===== config.mk =====
export PLATFORM = sky130hd
export DESIGN_NAME = voting_machine
export DESIGN_NICKNAME = d
export VERILOG_FILES = /design/src/rtl/voting_pkg.sv /design/src/rtl/voting_button_ctrl.sv /design/src/rtl/voting_machine.sv
export SDC_FILE = /design/constraint.sdc
export NUM_CORES = 1
export LEC_CHECK = 0
export BUFFER_PORTS_ARGS = -buffer_cell sky130_fd_sc_hd__buf_2
export CORE_ASPECT_RATIO = 1.2
export CORE_UTILIZATION = 65
export CTS_CLUSTER_SIZE = 20
export DETAILED_ROUTE_END_ITERATION = 10
export GPL_ROUTABILITY_DRIVEN = 0
export HOLD_SLACK_MARGIN = 0.05
export PLACE_DENSITY = 0.86
export REMOVE_ABC_BUFFERS = 1
export SLEW_MARGIN = 20
export SYNTH_ARGS = -nofsm -noshare
export SYNTH_HDL_FRONTEND = slang
export SYNTH_SLANG_ARGS = --single-unit
export TNS_END_PERCENT = 1

===== constraint.sdc =====
create_clock -name clock -period 3.35 [get_ports clock]
set_clock_uncertainty 0.2 [all_clocks]
set_input_delay 0.1675 -clock clock [delete_from_list [all_inputs] [get_ports clock]]
set_output_delay 0.1675 -clock clock [all_outputs]
set_load 0.03 [all_outputs]

===== src/rtl/voting_pkg.sv =====
// Shared widths, defaults and types for the four-candidate voting unit.
package voting_pkg;
  localparam int CNT_W = 8;
  localparam int NUM_CAND = 4;
  localparam int DEF_HOLD_CYCLES = 10;
  localparam int DEF_FLASH_CYCLES = 10;

  typedef logic [CNT_W-1:0] tally_t;

  localparam tally_t TALLY_MAX = '1;
endpackage


===== src/rtl/voting_button_ctrl.sv =====
// Per-button press counter; pulses once when a press has been held long enough.
module voting_button_ctrl #(
  parameter int HOLD_CYCLES = voting_pkg::DEF_HOLD_CYCLES
) (
  input  logic clock,
  input  logic reset,
  input  logic button,
  output logic valid
);
  localparam int CW = $clog2(HOLD_CYCLES + 2);
  localparam logic [CW-1:0] SAT = CW'(HOLD_CYCLES + 1);
  localparam logic [CW-1:0] LAST = CW'(HOLD_CYCLES - 1);

  logic [CW-1:0] count;

  always_ff @(posedge clock or posedge reset) begin
    if (reset) begin
      count <= '0;
    end else if (!button) begin
      count <= '0;
    end else if (count != SAT) begin
      count <= count + 1'b1;
    end
  end

  // Saturation past HOLD_CYCLES keeps a long hold to a single pulse.
  assign valid = button && (count == LAST);
endmodule


===== src/rtl/voting_machine.sv =====
// Four-candidate voting unit: tallies, acknowledge flash and LED display.
module voting_machine #(
  parameter int HOLD_CYCLES = voting_pkg::DEF_HOLD_CYCLES,
  parameter int FLASH_CYCLES = voting_pkg::DEF_FLASH_CYCLES
) (
  input  logic                        clock,
  input  logic                        reset,
  input  logic                        mode,
  input  logic                        button1,
  input  logic                        button2,
  input  logic                        button3,
  input  logic                        button4,
  output logic [voting_pkg::CNT_W-1:0] led
);
  import voting_pkg::*;

  localparam int FW = $clog2(FLASH_CYCLES + 1);

  logic [NUM_CAND-1:0] buttons;
  logic [NUM_CAND-1:0] pulse;
  logic [NUM_CAND-1:0] accept;
  tally_t              tally [NUM_CAND];
  logic [FW-1:0]       flash;
  tally_t              led_next;

  assign buttons = {button4, button3, button2, button1};
  assign accept  = pulse & {NUM_CAND{~mode}};

  for (genvar g = 0; g < NUM_CAND; g++) begin : g_btn
    voting_button_ctrl #(
      .HOLD_CYCLES(HOLD_CYCLES)
    ) u_btn (
      .clock (clock),
      .reset (reset),
      .button(buttons[g]),
      .valid (pulse[g])
    );
  end

  always_ff @(posedge clock or posedge reset) begin
    if (reset) begin
      for (int i = 0; i < NUM_CAND; i++) tally[i] <= '0;
    end else begin
      for (int i = 0; i < NUM_CAND; i++) begin
        if (accept[i] && tally[i] != TALLY_MAX)
          tally[i] <= tally[i] + 1'b1;
      end
    end
  end

  // Result mode kills any pending flash so it cannot resume later.
  always_ff @(posedge clock or posedge reset) begin
    if (reset) begin
      flash <= '0;
    end else if (mode) begin
      flash <= '0;
    end else if (|accept) begin
      flash <= FW'(FLASH_CYCLES);
    end else if (flash != '0) begin
      flash <= flash - 1'b1;
    end
  end

  always_comb begin
    led_next = '0;
    if (mode) begin
      for (int i = NUM_CAND - 1; i >= 0; i--) begin
        if (buttons[i]) led_next = tally[i];
      end
    end else if (flash != '0) begin
      led_next = '1;
    end
  end

  always_ff @(posedge clock or posedge reset) begin
    if (reset) begin
      led <= '0;
    end else begin
      led <= led_next;
    end
  end
endmodule


==> flow_summary.yaml, run 1 <==
floorplanning:
  core_sq_um: 4662
  die_x_um: 66.11
  die_y_um: 78.93
  initial_utilization_pct: 68.76
  die-area_sq_um: 5218
  row_count: 27
  io_pins: 15
critical_path:
  critPathArrivalTime_ns: 2.25
  endpoint_kind: "flip-flop"
  critPathLaunch: "button3"
  path_cells: "dlygate4sd3_1 > buf_2 > nand3b_1 > nor3b_2 > and3_1 > mux2_1"
  worstSetupPathType: "input port to flip-flop"
  slowest_stage: "nor3b_2"
  reg2reg_from: "flash[0]"
  worstPathRequired_ns: 3.36
  cp_max_fo: 17
  worst_setup_path_start_kind: "input port"
  max_stage_delay_ns: 0.56
clocking:
  cts-root-buf: "clkbuf_8"
  post_cts_buffers: 0
  clock-sinks: 60
  cts_max_level: 3
  cts_tree: "done"
  ctsHoldBuffers: 5
  clock_path_buffers: 2
  clkTransAtPathRegs_ns: 0.06
  cts.repair.resized: 0
  clock_latency_ns: 0.33
  cts_made_buffers: 9
synthesis:
  synthCells: 308
  yosys.cell_types.count: 42
  avgSynthCellArea_sq_um: 10.41
  yosysSeqAreaShare_pct: 46.84
  syn_area_sq_um: 3206
  ys_seq_elements: 60
  yosys_warnings: 0
timing:
  final.setup.tns_ns: 0
  tightest_slew_ns: 0.6198
  finalWorstPathRequiredPeriod_ns: 2.245
  period_share_pct: 67.01
  finalSetupViolCount: 0
  fmax_mhz: 445.5
  worst_slack_ns: 1.105
  finalMaxSlewViolations: 0
  slew_headroom_pct: 58.50
  hold_viol: 0
  rsz0062_at_grt: "no"
global_routing:
  grt_pass1_wl_um: 10850
  grt_pass1_vias: 2378
  antenna_found_initial: 0
  grt_max_degree: 39
  track_usage_pct: 28.14
  grt_overflow: 0
flow_run:
  cap_violations: 0
power:
  p_leak_nw: 1.701
  peakVddDrop_mv: 0.3166
  power_density_nw_per_um2: 489.0
placement:
  dp_hpwl_um: 4494
  portBuffers: 14
  dp.cells: 371
  dp_worst_setup_slack_ns: 1.234
detailed_routing:
  drt-pass1-iter-count: 4
  ant_nets: 0
  drt-vias-per-instance: 6.135
  vias: 2405
  drtIter0Drc: 155
  wire_per_inst_um: 16.36
  routed_wl_um: 6414
  drc: 0
final_layout:
  nets: 349
  synthToLayoutAreaGrowth_pct: 10.42
  n_antenna_cell: 0
  fin_cells: 392
  drive_gt1_share_pct: 14.37
worst_hold_path:
  min_path_type: "input port to flip-flop"
  min-delay-start: "mode"
run_status:
  outcome: "finished clean"
## area by class of cell
type	instances	area (sq um)
repair buffers	20	127.6
flip-flops and latches	60	1501
fillers	331	1122
clock buffers	15	176.4
well taps	58	72.57
inverters	19	71.32
multi-input cells	219	1585
clock inverters	1	5.005
## placed cells by master (no fill, tap or decap), types with 12 or more instances in the layout
cell / n
dfrtp_1: 60
buf_2: 14
ha_1: 13
mux2_2: 12
nand4_1: 13
clkbuf_8: 12
nand3_1: 14
nand2_1: 23
a21oi_1: 20
xnor2_1: 13
inv_1: 18
## through the flow
stage               utilization (%)  hold WS [ns]  power [W]  area, sq um
CTS                           75.93       0.06379   0.001748         3540
finish                        75.93       0.07567   0.001731         3540
global placement              70.96       0.01101   0.001136         3308
floorplan                         -       0.03064   0.001057         3158
detailed placement            70.96       0.01907   0.001151         3308
global route                  75.93        0.1004   0.001821         3540
## metal layers
metal / up-vias / share of wire, % / global-route usage [%]
met1: 1204 / 42 / 34.44
met4: 0 / 1.8 / 12.13
li1: 1138 / - / -
met2: 51 / 53 / 47.35
met3: 12 / 3.6 / 6.178
met5: - / 0 / 0
## power by group
group	switching (W)	internal, W
combinational	0.000203	0.000118
sequential	0.0000366	0.000785
clock	0.000259	0.000329
## cell usage after synthesis (all sizes together)
cell type	count	area share, %
a31oi	2	0.39
nand2	23	2.7
or3	1	0.20
nor4bb	1	0.78
o21a	5	1.2
o21ai	6	0.94
nor4	1	0.20
o211a	4	1.2
a21oi	20	3.1
nand2b	4	0.78
nor4b	1	0.47
nor2	8	0.94
and3	8	1.6
a22oi	6	1.4
o211ai	2	0.47
nor3	5	0.94
ha	13	5.1
nand3	14	2.2
a211o	2	0.55
clkbuf	7	0.82
nand4	13	2.5
dfrtp	60	47
or4	1	0.35
a221oi	2	0.55
nor2b	6	1.2
xor2	8	2.2
xnor2	13	3.6
a221o	3	0.94
nand3b	6	1.4
nand4b	3	0.82
mux2i	5	1.6
mux2	14	4.9
nor3b	6	1.6
buf	3	0.66
a211oi	1	0.39
and2	12	2.4
inv	19	2.2
## critical path, delay by kind of cell
family,cells,cell delay (ns)
AND/OR/NAND/NOR,3,0.96
buffers and inverters,2,0.79
multiplexers,1,0.33
## sequential cells by signal, summed over array words and instances, names as in the netlist
register	cells
tally	32
g_btn.u_btn.count	16
led	8
flash	4
## logic make-up (layout without fill, tap and decap cells)
family	Yosys count	in the layout	share of synthesized area, %
muxes	19	19	6.479
adders and majority gates	13	13	5.074
and+or+nand+nor	113	113	21.00
xor gates and xnor gates	21	21	5.738
AOI/OAI and AO/OA	53	53	11.16
DFF	60	60	46.84
buffers and inverters	29	55	3.708
## worst paths after layout
kind	cells after the start	to	slack (ns)
max in group asynchronous	4	g_btn[1].u_btn.count[2]	1.90
min in group asynchronous	3	tally[13]	0.20
worst max-delay path	6	tally[15]	1.11
worst min-delay path	2	flash[1]	0.08
worst min register to register	1	tally[8]	0.34
worst max register to register	5	led[1]	1.20
Note: power is estimated with default switching activity, not from simulation.
==> inputs of run 2 (changes only) <==
- ABC_AREA: default -> 1
- CORE_UTILIZATION: 65 -> 61
- PLACE_DENSITY: 0.86 -> 0.81
- clock period: 3.35 -> 2.2 ns (I/O delays scaled with it)
==> flow_summary.yaml, run 2 <==
clocking:
  post_cts_buffers: 0
  clock-sinks: 60
  clock_latency_ns: 0.34
  clkTransAtPathRegs_ns: 0.06
  cts_tree: "done"
  cts-root-buf: "clkbuf_8"
  cts_max_level: 3
  cts_made_buffers: 9
  clock_path_buffers: 2
  cts.repair.resized: 0
global_routing:
  grt_overflow: 0
  grt_max_degree: 46
  grt_pass1_vias: 2833
  antenna_found_initial: 0
  track_usage_pct: 25.51
  grt_pass1_wl_um: 11920
final_layout:
  top_register: "tally"
  stdcell_area_sq_um: 3792
  nets: 500
  largest_registers: "tally: 32 flops, g_btn.u_btn.count: 16 flops, led: 8 flops"
  postLayoutCoreUtil_pct: 71.10
  drive_gt1_share_pct: 9.278
  n_antenna_cell: 0
  largest_reg_flops: 32
  synthToLayoutAreaGrowth_pct: 10.94
  mostFrequentLayoutCells: "151 x nand2_1, 60 x dfrtp_1, 56 x inv_1"
  final_common_cell: "nand2_1"
placement:
  portBuffers: 14
  placed_area_sq_um: 3551
  dp_hpwl_um: 4987
timing:
  finalWorstPathRequiredPeriod_ns: 1.716
  fmax_mhz: 582.6
  finalSetupViolCount: 0
  tightest_slew_ns: 0.3665
  period_share_pct: 78.02
  rsz0062_at_grt: "no"
  finalMaxSlewViolations: 0
  hold_viol: 0
  final.setup.tns_ns: 0
  slew_headroom_pct: 75.53
synthesis:
  yosys.area.top_type: "dfrtp_1"
  synth_top_area_share_pct: 43.92
  syn_area_sq_um: 3418
  synthTopCellsByArea: "dfrtp_1 44%, nand2_1 17%, inv_1 6.3%, ha_1 4.8%, o21ai_0 3.8%"
  yosys_warnings: 0
  synthTopCellsByCount: "151 x nand2_1, 60 x dfrtp_1, 57 x inv_1"
  synthFlopType: "dfrtp_1"
  yosysSeqAreaShare_pct: 43.92
  synth_edf_count: 0
  avgSynthCellArea_sq_um: 7.513
  synth-async-reset-ratio_pct: 100.0
  ys_seq_elements: 60
  yosys.cell_types.count: 26
  synthCells: 455
  synth_most_common_cell: "nand2_1"
floorplanning:
  core_sq_um: 5334
  io_pins: 15
  die_x_um: 70.34
  initial_utilization_pct: 64.09
  die-area_sq_um: 5908
  die_y_um: 84
  row_count: 29
detailed_routing:
  ant_nets: 0
  drt-pass1-iter-count: 4
  vias: 2896
  routed_wl_um: 6738
  drc: 0
  drt-vias-per-instance: 5.294
  drtIter0Drc: 146
  wire_per_inst_um: 12.32
critical_path:
  critPathLaunch: "mode"
  reg2reg_from: "g_btn[3].u_btn.count[1]"
  critPathArrivalTime_ns: 1.75
  worstPathRequired_ns: 2.23
  endpoint_kind: "flip-flop"
  path_cells: "dlygate4sd3_1 > buf_2 > inv_2 > nand3_1 > nor2_1 > nand2_2 > inv_4 > nand2_1 > nand2_1 > nand2_1"
  worstSetupPathType: "input port to flip-flop"
  slowest_stage: "dlygate4sd3_1"
  worst_setup_path_start_kind: "input port"
  critPathMostFrequentCell: "nand2_1"
  max_stage_delay_ns: 0.53
  cp_max_fo: 14
worst_hold_path:
  min_path_type: "input port to async pin"
run_status:
  outcome: "finished clean"
power:
  peakVddDrop_mv: 0.5446
  power_density_nw_per_um2: 713.0
  p_leak_nw: 1.968
flow_run:
  cap_violations: 0
-- run 2: cell count changes after synthesis, sizes merged, moves of 8 or more --
| cell | previous run | this run |
|---|---|---|
| nand4 | 13 | 4 |
| inv | 19 | 62 |
| o21ai | 6 | 33 |
| nand2 | 23 | 156 |
| mux2 | 14 | 0 |
| nor2 | 8 | 34 |
| nand3 | 14 | 25 |
| and3 | 8 | 0 |
| and2 | 12 | 0 |
-- run 2: what timing repair did --
item / CTS / global route
hold buffers: 6 / 0
setup endpoints to repair: 0 / 0
endpoints found under the hold margin: 81 / 0
-- run 2: area by class of cell --
cell class / count / area, sq um
Clock inverter: 1 / 5.005
Fill cell: 428 / 1541
Multi-Input combinational cell: 326 / 1637
Inverter: 62 / 245.2
Clock buffer: 15 / 176.4
Tap cell: 62 / 77.57
Timing Repair Buffer: 21 / 150.1
Sequential cell: 60 / 1501
-- run 2: critical path, delay by kind of cell --
kind / cells / cell delay [ns]
buf+inv: 4 / 1.04
simple gates: 6 / 0.60
-- run 2: cell families (layout without fill, tap and decap cells) --
family	count (synthesis)	count (layout)	synth area share, %
DFF	60	60	43.92
muxes	1	1	0.2928
buffers and inverters	69	99	8.199
xor gates and xnor gates	17	17	4.356
and+or+nand+nor	234	234	29.28
adders and majority gates	13	13	4.759
AOI/OAI and AO/OA	61	61	9.187
-- run 2: worst paths after layout --
check / endpoint / slack, ns / cells past startpoint
hold / removal: tally[13] / 0.1 / 3
hold reg to reg: g_btn[0].u_btn.count[0] / 0.33 / 1
min in group clock: g_btn[0].u_btn.count[0] / 0.33 / 1
max in group asynchronous: tally[0] / 1.14 / 4
setup / recovery: tally[29] / 0.48 / 10
setup reg to reg: tally[4] / 0.53 / 10
-- run 2: where the power goes --
| group | switching [W] | internal (W) | leakage (nW) | total, W |
|---|---|---|---|---|
| Clock | 0.000406 | 0.000501 | 0.0937 | 0.000907 |
| Sequential | 0.0000636 | 0.00121 | 0.760 | 0.00127 |
| Combinational | 0.000349 | 0.000175 | 1.11 | 0.000524 |
| Total | 0.000818 | 0.00189 | 1.97 | 0.00270 |
-- run 2: per-layer routing --
| metal | vias up | track usage (%) | share of wire (%) |
|---|---|---|---|
| met5 | - | 0 | 0 |
| met4 | 0 | 12.36 | 1.8 |
| met3 | 11 | 3.986 | 2.8 |
| met2 | 51 | 44.50 | 50 |
| met1 | 1346 | 30.19 | 45 |
| li1 | 1488 | - | - |
-- run 2: stage by stage --
| stage | total power (W) | worst slack, ns | instances | hold WS (ns) |
|---|---|---|---|---|
| after floorplan | 0.001665 | 0.4053 | 448 | -0.02686 |
| after global placement | 0.001792 | 0.6452 | 525 | -0.1063 |
| after detailed placement | 0.001811 | 0.5728 | 525 | -0.08724 |
| after CTS | 0.002725 | 0.4921 | 547 | 0.1050 |
| after global routing | 0.002843 | 0.3217 | 547 | 0.1401 |
| final | 0.002704 | 0.4836 | 547 | 0.09750 |
==> inputs of run 3 (changes only) <==
- ABC_AREA: 1 -> 0
- CORE_UTILIZATION: 61 -> 55
- PLACE_DENSITY: 0.81 -> 0.77
- clock period: 2.2 -> 1.5 ns (I/O delays scaled with it)
==> flow_summary.yaml, run 3 (synthesis results as in run 1) <==
run_status:
  outcome: "finished, violations left"
  violations: "negative setup slack"
timing:
  hold_viol: 0
  worst_slack_ns: -0.3547
  finalMaxSlewViolations: 0
  slew_headroom_pct: 69.07
  rsz0062_at_grt: "yes"
  finalSetupViolCount: 40
  fmax_mhz: 539.2
  finalWorstPathRequiredPeriod_ns: 1.855
  hold_slack_ns: 0.08534
  period_share_pct: 123.6
  tightest_slew_ns: 0.4639
critical_path:
  worstSetupPathType: "flip-flop to flip-flop"
  worstPathRequired_ns: 1.56
  max_stage_delay_ns: 0.49
  endpoint_kind: "flip-flop"
  path_cells: "ha_4 > nand4b_1 > nor2_2 > buf_4 > or4_4 > a211oi_2"
  cp_max_fo: 4
  rr_worst_depth: 6
  critPathArrivalTime_ns: 1.91
  worst_setup_path_start_kind: "flip-flop"
  slowest_stage: "or4_4"
clocking:
  clkTransAtPathRegs_ns: 0.07
  clock_latency_ns: 0.34
  cts_max_level: 3
  cts_tree: "done"
  cts-root-buf: "clkbuf_8"
  post_cts_buffers: 0
  clock_path_buffers: 2
  cts_made_buffers: 9
  clock-sinks: 60
detailed_routing:
  routed_wl_um: 7440
  drt-pass1-iter-count: 4
  drt-vias-per-instance: 5.766
  drc: 0
  drtIter0Drc: 173
  vias: 2733
  ant_nets: 0
  wire_per_inst_um: 15.70
worst_hold_path:
  hold-path-cell-count: 3
  min_path_type: "input port to flip-flop"
global_routing:
  grtUsageMet2_pct: 44.34
  grt_busiest_layer: "met2"
  grt_overflow: 0
  met3_usage_pct: 6.110
  grt_pass1_wl_um: 12420
  antenna_found_initial: 0
  met1_usage_pct: 31.60
  grt_max_degree: 39
  grt_pass1_vias: 2800
  track_usage_pct: 26.46
floorplanning:
  die_y_um: 85.63
  row_count: 30
  io_pins: 15
  die_x_um: 71.69
  core_sq_um: 5630
  die-area_sq_um: 6139
  initial_utilization_pct: 56.93
final_layout:
  drive_gt1_share_pct: 34.88
  largest_reg_flops: 32
  fin_cells: 474
  largest_registers: "tally: 32 flops, g_btn.u_btn.count: 16 flops, led: 8 flops"
  mostFrequentLayoutCells: "77 x buf_4, 60 x dfrtp_1, 23 x nand2_1"
  nets: 425
  synthToLayoutAreaGrowth_pct: 32.36
  fill_cells: 380
  n_antenna_cell: 0
  final_common_cell: "buf_4"
  top_register: "tally"
flow_run:
  cap_violations: 0
power:
  power_density_nw_per_um2: 986.5
  p_leak_nw: 2.143
  peakVddDrop_mv: 0.5378
placement:
  dp.cells: 454
  portBuffers: 14
  dp_hpwl_um: 5318
  dp_worst_setup_slack_ns: -0.4127
==> run 3: cell count changes in the layout (fill, tap and decap cells not counted), moves of 7 or more <==
cell	previous run	this run
buf_4	0	77
inv_1	56	17
mux2_2	0	12
nand4_1	4	13
nand2_1	151	23
o21ai_0	26	5
and3_1	0	8
nand3_1	25	13
and2_1	0	9
o21ai_1	7	0
nor2_1	28	5
==> run 3: critical path: cells and delay by family, from the launching register on <==
family | cells | cell delay (ns)
buffers and inverters | 1 | 0.16
DFF | 1 | 0.41
AOI/OAI and AO/OA | 1 | 0.16
and+or+nand+nor | 3 | 0.69
adders and majority gates | 1 | 0.17
==> run 3: final timing paths <==
| kind | slack [ns] | endpoint | startpoint |
|---|---|---|---|
| worst max-delay path | -0.35 | flash[2] | g_btn[1].u_btn.count[0] |
| worst min-delay path | 0.09 | led[6] | mode |
| worst max register to register | -0.35 | flash[2] | g_btn[1].u_btn.count[0] |
| worst min register to register | 0.37 | tally[21] | tally[21] |
| max in group asynchronous | 0.58 | g_btn[0].u_btn.count[1] | reset |
| min in group asynchronous | 0.12 | tally[18] | reset |
==> run 3: power breakdown <==
group          internal [W]  switching (W)
logic              0.000414       0.000523
clock network      0.000828       0.000607
registers           0.00175      0.0000617
total               0.00299        0.00119
==> run 3: repair_timing <==
item | 4_1_cts | 5_1_grt
endpoints found under the setup margin | 44 | 47
hold endpoints to repair | 75 | 0
resized for setup | 11 | 15
pin swaps | 6 | 13
hold buffers | 4 | 0
==> run 3: cell type report <==
type	count	area (sq um)	share of cell area [%]
Inverter	19	71.32	1.681
Multi-Input combinational cell	219	1688	39.78
Clock buffer	16	200.2	4.718
Sequential cell	60	1501	35.39
Tap cell	64	80.08	1.887
Timing Repair Buffer	96	701.9	16.54
==> run 3: layer usage <==
layer	vias up	share of wire, %
li1	1285	-
met1	1364	41
met2	60	51
met3	24	3.8
met4	0	3.2
met5	-	0
==> run 3: through the flow <==
step	instance area [sq um]	total power (W)	setup TNS [ns]	util, %
3_3_place_gp	3894	0.002705	-7.386	69.16
5_1_grt	4243	0.004396	-11.15	75.36
3_5_place_dp	3894	0.002740	-8.835	69.16
4_1_cts	4178	0.004199	-8.577	74.20
2_1_floorplan	3158	0.002362	-22.93	-
6_report	4243	0.004185	-6.981	75.36
